### src/rtl/fg_sram_arbiter_pkg.sv
// Shared constants, bus-state encoding and address helpers for the
// foreground SRAM arbiter.
package fg_sram_arbiter_pkg;

  localparam int FB_WIDTH  = 640;
  localparam int FB_HEIGHT = 480;
  localparam int FB_ADDR_W = 19;
  localparam int PIX_W     = 16;
  localparam int WR_W      = FB_ADDR_W + PIX_W;

  typedef enum logic [1:0] {
    BUS_IDLE,
    BUS_READ,
    BUS_TURN,
    BUS_WRITE
  } bus_state_e;

  typedef struct packed {
    logic             skip;
    logic [PIX_W-1:0] pix;
  } rd_slot_t;

  localparam rd_slot_t SLOT_SKIP = '{skip: 1'b1, pix: '0};

  function automatic logic fb_in_range(
    input logic [10:0] x,
    input logic [10:0] y
  );
    return !x[10] && !y[10] &&
           (x < 11'(FB_WIDTH)) && (y < 11'(FB_HEIGHT));
  endfunction

  function automatic logic [FB_ADDR_W-1:0] fb_addr(
    input logic [10:0] x,
    input logic [10:0] y
  );
    return FB_ADDR_W'(y) * FB_ADDR_W'(FB_WIDTH) + FB_ADDR_W'(x);
  endfunction

endpackage

### src/rtl/fg_sram_arbiter_sync_fifo.sv
// Single-clock FIFO with async reset, full/empty flags and
// simultaneous push/pop (push accepted when full if popping).
module sync_fifo #(
  parameter int WIDTH = 35,
  parameter int DEPTH = 8
) (
  input  logic             clk,
  input  logic             rst,
  input  logic             push,
  input  logic [WIDTH-1:0] push_data,
  input  logic             pop,
  output logic [WIDTH-1:0] head,
  output logic             full,
  output logic             empty
);

  localparam int AW = (DEPTH > 1) ? $clog2(DEPTH) : 1;

  logic [AW-1:0]    wptr_q, wptr_d;
  logic [AW-1:0]    rptr_q, rptr_d;
  logic [AW:0]      cnt_q, cnt_d;
  logic [WIDTH-1:0] mem_q [DEPTH];
  logic             do_push, do_pop;

  assign full    = (cnt_q == (AW+1)'(DEPTH));
  assign empty   = (cnt_q == '0);
  assign head    = mem_q[rptr_q];
  assign do_pop  = pop && !empty;
  assign do_push = push && (!full || do_pop);

  // pointer and occupancy update
  always_comb begin
    wptr_d = wptr_q;
    rptr_d = rptr_q;
    cnt_d  = cnt_q;
    if (do_push)
      wptr_d = (wptr_q == AW'(DEPTH-1)) ? '0 : wptr_q + 1'b1;
    if (do_pop)
      rptr_d = (rptr_q == AW'(DEPTH-1)) ? '0 : rptr_q + 1'b1;
    if (do_push && !do_pop)
      cnt_d = cnt_q + 1'b1;
    else if (do_pop && !do_push)
      cnt_d = cnt_q - 1'b1;
  end

  // control state registers
  always_ff @(posedge clk or posedge rst) begin
    if (rst) begin
      wptr_q <= '0;
      rptr_q <= '0;
      cnt_q  <= '0;
    end else begin
      wptr_q <= wptr_d;
      rptr_q <= rptr_d;
      cnt_q  <= cnt_d;
    end
  end

  // storage, no reset needed
  always_ff @(posedge clk) begin
    if (do_push)
      mem_q[wptr_q] <= push_data;
  end

endmodule

### src/rtl/fg_sram_arbiter.sv
// Foreground SRAM arbiter: fixed-latency pixel reads with priority,
// writes fill idle slots. Optional steal guard: FG_SRAM_ARB_STEAL_EN.
module fg_sram_arbiter
  import fg_sram_arbiter_pkg::*;
#(
  parameter int FETCH_DELAY   = 4,
  parameter int WR_FIFO_DEPTH = 8,
  parameter int STARVE_LIMIT  = 64
) (
  input  logic                 clk,
  input  logic                 rst,
  input  logic [10:0]          req_x,
  input  logic [10:0]          req_y,
  input  logic                 req_active,
  output logic [PIX_W-1:0]     fg_pixel,
  output logic                 fg_pixel_skip,
  input  logic                 wr_valid,
  output logic                 wr_ready,
  input  logic [FB_ADDR_W-1:0] wr_addr,
  input  logic [PIX_W-1:0]     wr_data,
  output logic [FB_ADDR_W-1:0] sram_addr,
  output logic [PIX_W-1:0]     sram_data_out,
  input  logic [PIX_W-1:0]     sram_data_in,
  output logic                 sram_data_oe,
  output logic                 sram_oe_n,
  output logic                 sram_we_n,
  output logic [15:0]          stat_steal_count
);

  localparam int PD = FETCH_DELAY - 2;

  logic                 s1_vld_q, s1_vld_d;
  logic [FB_ADDR_W-1:0] s1_addr_q, s1_addr_d;
  bus_state_e           bus_q, bus_d;
  logic [FB_ADDR_W-1:0] addr_q, addr_d;
  logic [PIX_W-1:0]     dout_q, dout_d;
  logic                 oe_n_q, oe_n_d;
  logic                 we_n_q, we_n_d;
  logic                 doe_q, doe_d;
  rd_slot_t             pipe_q [PD];
  rd_slot_t             pipe_d [PD];
  rd_slot_t             out_q, out_d;

  logic                 fifo_push, fifo_pop;
  logic                 fifo_full, fifo_empty;
  logic [WR_W-1:0]      fifo_head;
  logic                 steal_q;

  assign wr_ready      = !fifo_full && !rst;
  assign fifo_push     = wr_valid && wr_ready;
  assign fg_pixel      = out_q.pix;
  assign fg_pixel_skip = out_q.skip;
  assign sram_addr     = addr_q;
  assign sram_data_out = dout_q;
  assign sram_oe_n     = oe_n_q;
  assign sram_we_n     = we_n_q;
  assign sram_data_oe  = doe_q;

  sync_fifo #(
    .WIDTH (WR_W),
    .DEPTH (WR_FIFO_DEPTH)
  ) u_wr_fifo (
    .clk       (clk),
    .rst       (rst),
    .push      (fifo_push),
    .push_data ({wr_addr, wr_data}),
    .pop       (fifo_pop),
    .head      (fifo_head),
    .full      (fifo_full),
    .empty     (fifo_empty)
  );

  // first stage: range check and linear address
  always_comb begin
    s1_vld_d  = req_active && fb_in_range(req_x, req_y);
    s1_addr_d = s1_vld_d ? fb_addr(req_x, req_y) : '0;
  end

  // slot decision: read first, write only after a non-read slot
  always_comb begin
    bus_d    = BUS_IDLE;
    fifo_pop = 1'b0;
    addr_d   = addr_q;
    dout_d   = dout_q;
    if (s1_vld_q && !steal_q) begin
      bus_d  = BUS_READ;
      addr_d = s1_addr_q;
    end else if (!fifo_empty && bus_q != BUS_READ) begin
      bus_d    = BUS_WRITE;
      fifo_pop = 1'b1;
      addr_d   = fifo_head[WR_W-1:PIX_W];
      dout_d   = fifo_head[PIX_W-1:0];
    end else if (!fifo_empty) begin
      bus_d = BUS_TURN;
    end
    oe_n_d = (bus_d != BUS_READ);
    we_n_d = (bus_d != BUS_WRITE);
    doe_d  = (bus_d == BUS_WRITE);
  end

  // read capture and fixed-latency delay line
  always_comb begin
    pipe_d[0] = SLOT_SKIP;
    if (bus_q == BUS_READ)
      pipe_d[0] = '{skip: 1'b0, pix: sram_data_in};
    for (int i = 1; i < PD; i++)
      pipe_d[i] = pipe_q[i-1];
    out_d = pipe_q[PD-1];
  end

  // request, bus and read pipeline registers
  always_ff @(posedge clk or posedge rst) begin
    if (rst) begin
      s1_vld_q  <= 1'b0;
      s1_addr_q <= '0;
      bus_q     <= BUS_IDLE;
      addr_q    <= '0;
      dout_q    <= '0;
      oe_n_q    <= 1'b1;
      we_n_q    <= 1'b1;
      doe_q     <= 1'b0;
      for (int i = 0; i < PD; i++)
        pipe_q[i] <= SLOT_SKIP;
      out_q     <= SLOT_SKIP;
    end else begin
      s1_vld_q  <= s1_vld_d;
      s1_addr_q <= s1_addr_d;
      bus_q     <= bus_d;
      addr_q    <= addr_d;
      dout_q    <= dout_d;
      oe_n_q    <= oe_n_d;
      we_n_q    <= we_n_d;
      doe_q     <= doe_d;
      for (int i = 0; i < PD; i++)
        pipe_q[i] <= pipe_d[i];
      out_q     <= out_d;
    end
  end

`ifdef FG_SRAM_ARB_STEAL_EN
  localparam int SW = $clog2(STARVE_LIMIT + 1);

  logic [SW-1:0] starve_q, starve_d;
  logic          steal_d;
  logic [15:0]   steals_q, steals_d;

  // starvation count, steal flag and steal statistic
  always_comb begin
    starve_d = starve_q;
    steal_d  = steal_q;
    steals_d = steals_q;
    if (!fifo_full || bus_d == BUS_WRITE)
      starve_d = '0;
    else if (starve_q != SW'(STARVE_LIMIT))
      starve_d = starve_q + 1'b1;
    if (steal_q && bus_d == BUS_WRITE) begin
      steal_d = 1'b0;
      if (steals_q != '1)
        steals_d = steals_q + 1'b1;
    end else if (starve_q == SW'(STARVE_LIMIT)) begin
      steal_d = 1'b1;
    end
  end

  // steal guard registers
  always_ff @(posedge clk or posedge rst) begin
    if (rst) begin
      starve_q <= '0;
      steal_q  <= 1'b0;
      steals_q <= '0;
    end else begin
      starve_q <= starve_d;
      steal_q  <= steal_d;
      steals_q <= steals_d;
    end
  end

  assign stat_steal_count = steals_q;
`else
  assign steal_q          = 1'b0;
  assign stat_steal_count = '0;
`endif

endmodule

### config.mk
export PLATFORM = sky130hd
export DESIGN_NAME = fg_sram_arbiter
export DESIGN_NICKNAME = d
export VERILOG_FILES = /design/src/rtl/fg_sram_arbiter_pkg.sv /design/src/rtl/fg_sram_arbiter_sync_fifo.sv /design/src/rtl/fg_sram_arbiter.sv
export SDC_FILE = /design/constraint.sdc
export NUM_CORES = 1
export LEC_CHECK = 0
export CAP_MARGIN = 20
export CORE_MARGIN = 5
export CORE_UTILIZATION = 45
export DETAILED_ROUTE_END_ITERATION = 8
export MAX_ROUTING_LAYER = met4
export PLACE_DENSITY = 0.69
export SETUP_SLACK_MARGIN = 0.5
export SLEW_MARGIN = 0
export SYNTH_ARGS = -nofsm -noshare
export SYNTH_HDL_FRONTEND = slang
export SYNTH_HIERARCHICAL = 1
export SYNTH_SLANG_ARGS = --single-unit
### constraint.sdc
create_clock -name clk -period 5.4 [get_ports clk]
set_input_delay 1.08 -clock clk [delete_from_list [all_inputs] [get_ports clk]]
set_output_delay 1.08 -clock clk [all_outputs]
set_load 0.05 [all_outputs]
==> results.md <==
* Outcome: completed
* Clock Sink Count at 401
* DIE AREA at around 40,000 um2
* Crit path depth at 14
* Syn Area/Cell at 18.34 um2
* Core area at about 35,000 um2
* Layout area overhead at 20.88%
* Post-synth EDFFs at 280
* Htree depth at 2
* CTS root buf: clkbuf_16
* Data arrival, critical path at 4.13 ns
* Clock-pin slew on the worst setup and hold paths at 0.06 ns
* Total wire length at between 30 and 40 mm
* Internal Power at 6.763 mW
* Die width at about 200 um
* Max Fclk at 268.4 MHz
* Crit path max-delay family: simple AND/OR/NAND/NOR gates
* Crit path buf inv count at 5
* Worst setup EP type: flip-flop
* Cells after synthesis at 859
* Share of cells above drive strength 1 at 0.2130
* Worst-Margin Slew at around 1.1 ns
* Routed vias at 7,877
* Cell Pwr Density at between 500 and 600 nW/um2
* Worst IR Drop VDD at 284.1 uV
* Final hold violations at 0
* Max-Slew Margin vs Limit at 0.2704
* Post-cts repair resize count at 0
* Hold slack final at ~0.34 ns
* Fin Clk Skew at ~0.014 ns
* # IOs at ~150
* Most common library cell in the layout ignoring fill and taps: edfxtp_1
* Filler instances at 2,685
* Sequential share of the synthesized area at 0.7262
* Num CTS Buffers at just over 40
* Crit Path Class: flip-flop to flip-flop
* Dpl hpwl at 18.99 mm
* Skew-Pair Late Insertion Delay at about 0.53 ns
* Crit-path max FO at 20
* Hold Path Depth at 0
* Port Buffers at 132
* Slew Viols, Final at 0
* Worst reg-to-reg setup slack at about 1.7 ns
* Yosys warns at 6
* RR Endpoint: u_wr_fifo/cnt_q[3]$_DFFE_PP0P_
* Grt ovf at 0
* Leak at 6.920 nW
* Antenna Nets Post-Route at 0
* FP Rows at 68
* CTS tree: built
* Net Sw Frac at 0.3237
* Crit path launch type: flip-flop
* Reg2Reg Depth at 14
* Max-cap violation count at 0
* Nets@finish at between 1,000 and 1,500
* Critical path's slowest cell: or4_1
* Hold Startpoint: out_d[1]$_DFF_PP0_
* Gate power share at 0.319
* Async set-reset flop share out of synthesis at 0.3017
* Setup_tns at 0 ns
* R2R Path Start: u_wr_fifo/cnt_q[0]$_DFFE_PP0P_
* Post-CTS Hold Buffers at 0
* Cell breakdown of the critical path: nor4_1 > nor2_1 > nand2_1 > buf_4 > clkinv_1 > buf_4 > o21ai_4 > inv_2 > ha_1 > inv_1 > ha_1 > or4_1 > nand3_1 > o221ai_1
* Final setup viols at 0
* Wire length per cell at just over 20 um
* Distinct cells, synth at 62
* TritonRoute pass-1 iters at 6
* Routability cong. at between 0.8 and 0.9
* Tmin final at between 3 and 4 ns
* Clock Tree Buf Depth at 3
* Clock power frac at 0.274
* Crit path largest cell delay at roughly 0.51 ns
* Net Switching at around 3.2 mW
* Worst Hold Class: flip-flop to flip-flop
* Post CTS Setup Buffer Count at 0
* GRT Total Usage at 0.1631
* Die H at 197.1 um
* Largest net degree at the start of global routing at 94
* Beginning of the critical path: u_wr_fifo/cnt_q[0]$_DFFE_PP0P_
* Initial Utilization at 0.4561
* Vias per std cell at 5.241
* Commonest non-fill, non-tap cells in the layout: edfxtp_1 (280), clkdlybuf4s50_1 (132), dfrtp_1 (113)
* Initial antenna violation count at 1
* Hold Path End: fg_pixel[1]$_DFF_PP0_
* Drc violations at 0
* Vias in the first global route at approximately 8,300
* RSZ-0062 raised after global routing: false
* Required time of the critical path at 5.81 ns
* Sequential Power Share at 0.407
* Fin crit share at 0.6900
* Layout Utilization at 0.5514
* Primary FF master, synth: edfxtp_1
* Global-route wire length before repair at roughly 48 mm
* Synthesized area at roughly 16,000 um2
* Initial DRC count at 462
* Yosys reg bits at approximately 400
==> worst max path at each step <==
stage	end	slack, ns
final	u_wr_fifo/cnt_q[3]$_DFFE_PP0P_	1.67
after global placement	s1_addr_q[18]$_DFF_PP0_	1.53
after detailed placement	s1_addr_q[18]$_DFF_PP0_	1.51
after floorplan	u_wr_fifo/mem_q[1][0]$_DFFE_PP_	0.28
after CTS	u_wr_fifo/cnt_q[3]$_DFFE_PP0P_	1.62
after global routing	u_wr_fifo/cnt_q[3]$_DFFE_PP0P_	1.33
==> worst register-to-register path: cells and delay by family, from the launching register on <==
family	cells	cell delay, ns
compound gates	2	0.52
fa+ha+maj	2	0.56
flops	1	0.46
buf+inv	5	0.77
simple gates	5	1.29
==> synth_stat cells (10+ instances only) <==
library cell  count  area [um2]
inv_1            11       41.29
o21ai_0          22       110.1
nand2_1          73       274.0
edfxtp_1        280        8408
mux2i_1          21       210.2
ha_1             28       350.3
buf_2            10       50.05
mux2_2           36       405.4
nor2_1           17       63.81
dfrtp_1         116        2903
buf_4            16       120.1
and2_1           26       162.7
mux4_2           70        1577
clkbuf_1         19       71.32
==> per-stage QoR <==
step / setup slack, ns / power (mW) / cell area, um2 / cells
2_1_floorplan: 0.2819 / 6.325 / 15840 / 874
3_3_place_gp: 1.532 / 7.293 / 17680 / 1430
3_5_place_dp: 1.509 / 7.350 / 17680 / 1430
4_1_cts: 1.616 / 10.11 / 19000 / 1500
5_1_grt: 1.327 / 10.51 / 19050 / 1503
6_report: 1.674 / 10.00 / 19050 / 1503
==> layer usage <==
metal  GRT usage  wire [um]
met1      0.2138      13040
met2      0.2664      15330
met3     0.02558       1514
met4     0.05033        798
met5           -          0
==> power groups by stage <==
stage	registers [mW]	clock network, mW	logic, mW
2_1_floorplan	4.54	0	1.79
6_report	4.07	2.74	3.19
5_1_grt	4.12	2.94	3.45
3_5_place_dp	4.27	0	3.08
4_1_cts	4.22	2.81	3.08
3_3_place_gp	4.26	0	3.03
==> kinds of logic after synthesis <==
kind of cell,after synthesis,synth area share
fa+ha+maj,31,0.02605
buf+inv,63,0.02009
simple gates,164,0.05257
mux,132,0.1434
xor+xnor,12,0.006670
other cells,1,0.0002380
flops,401,0.7262
compound gates,55,0.02478
==> layout make-up <==
class                           count  area (um2)  share of cell area
Timing Repair Buffer              151        1521             0.07988
Inverter                           15       58.81            0.003087
Clock buffer                       53        1112             0.05840
Clock inverter                     17       200.2             0.01051
Multi-Input combinational cell    410        4134              0.2170
Antenna cell                        1       2.502           0.0001314
Tap cell                          455       569.3             0.02989
Sequential cell                   401       11450              0.6011
==> state kept, by name, indices dropped and copies added (netlist names), 2 cells and up <==
register / cells
u_wr_fifo/mem_q: 280
s1_addr_q: 19
sram_addr: 19
out_d: 17
pipe_d: 17
fg_pixel: 16
sram_data_out: 16
u_wr_fifo/cnt_q: 4
u_wr_fifo/rptr_q: 3
u_wr_fifo/wptr_q: 3
bus_q: 2
No activity file was read; power rests on OpenSTA's default activity.
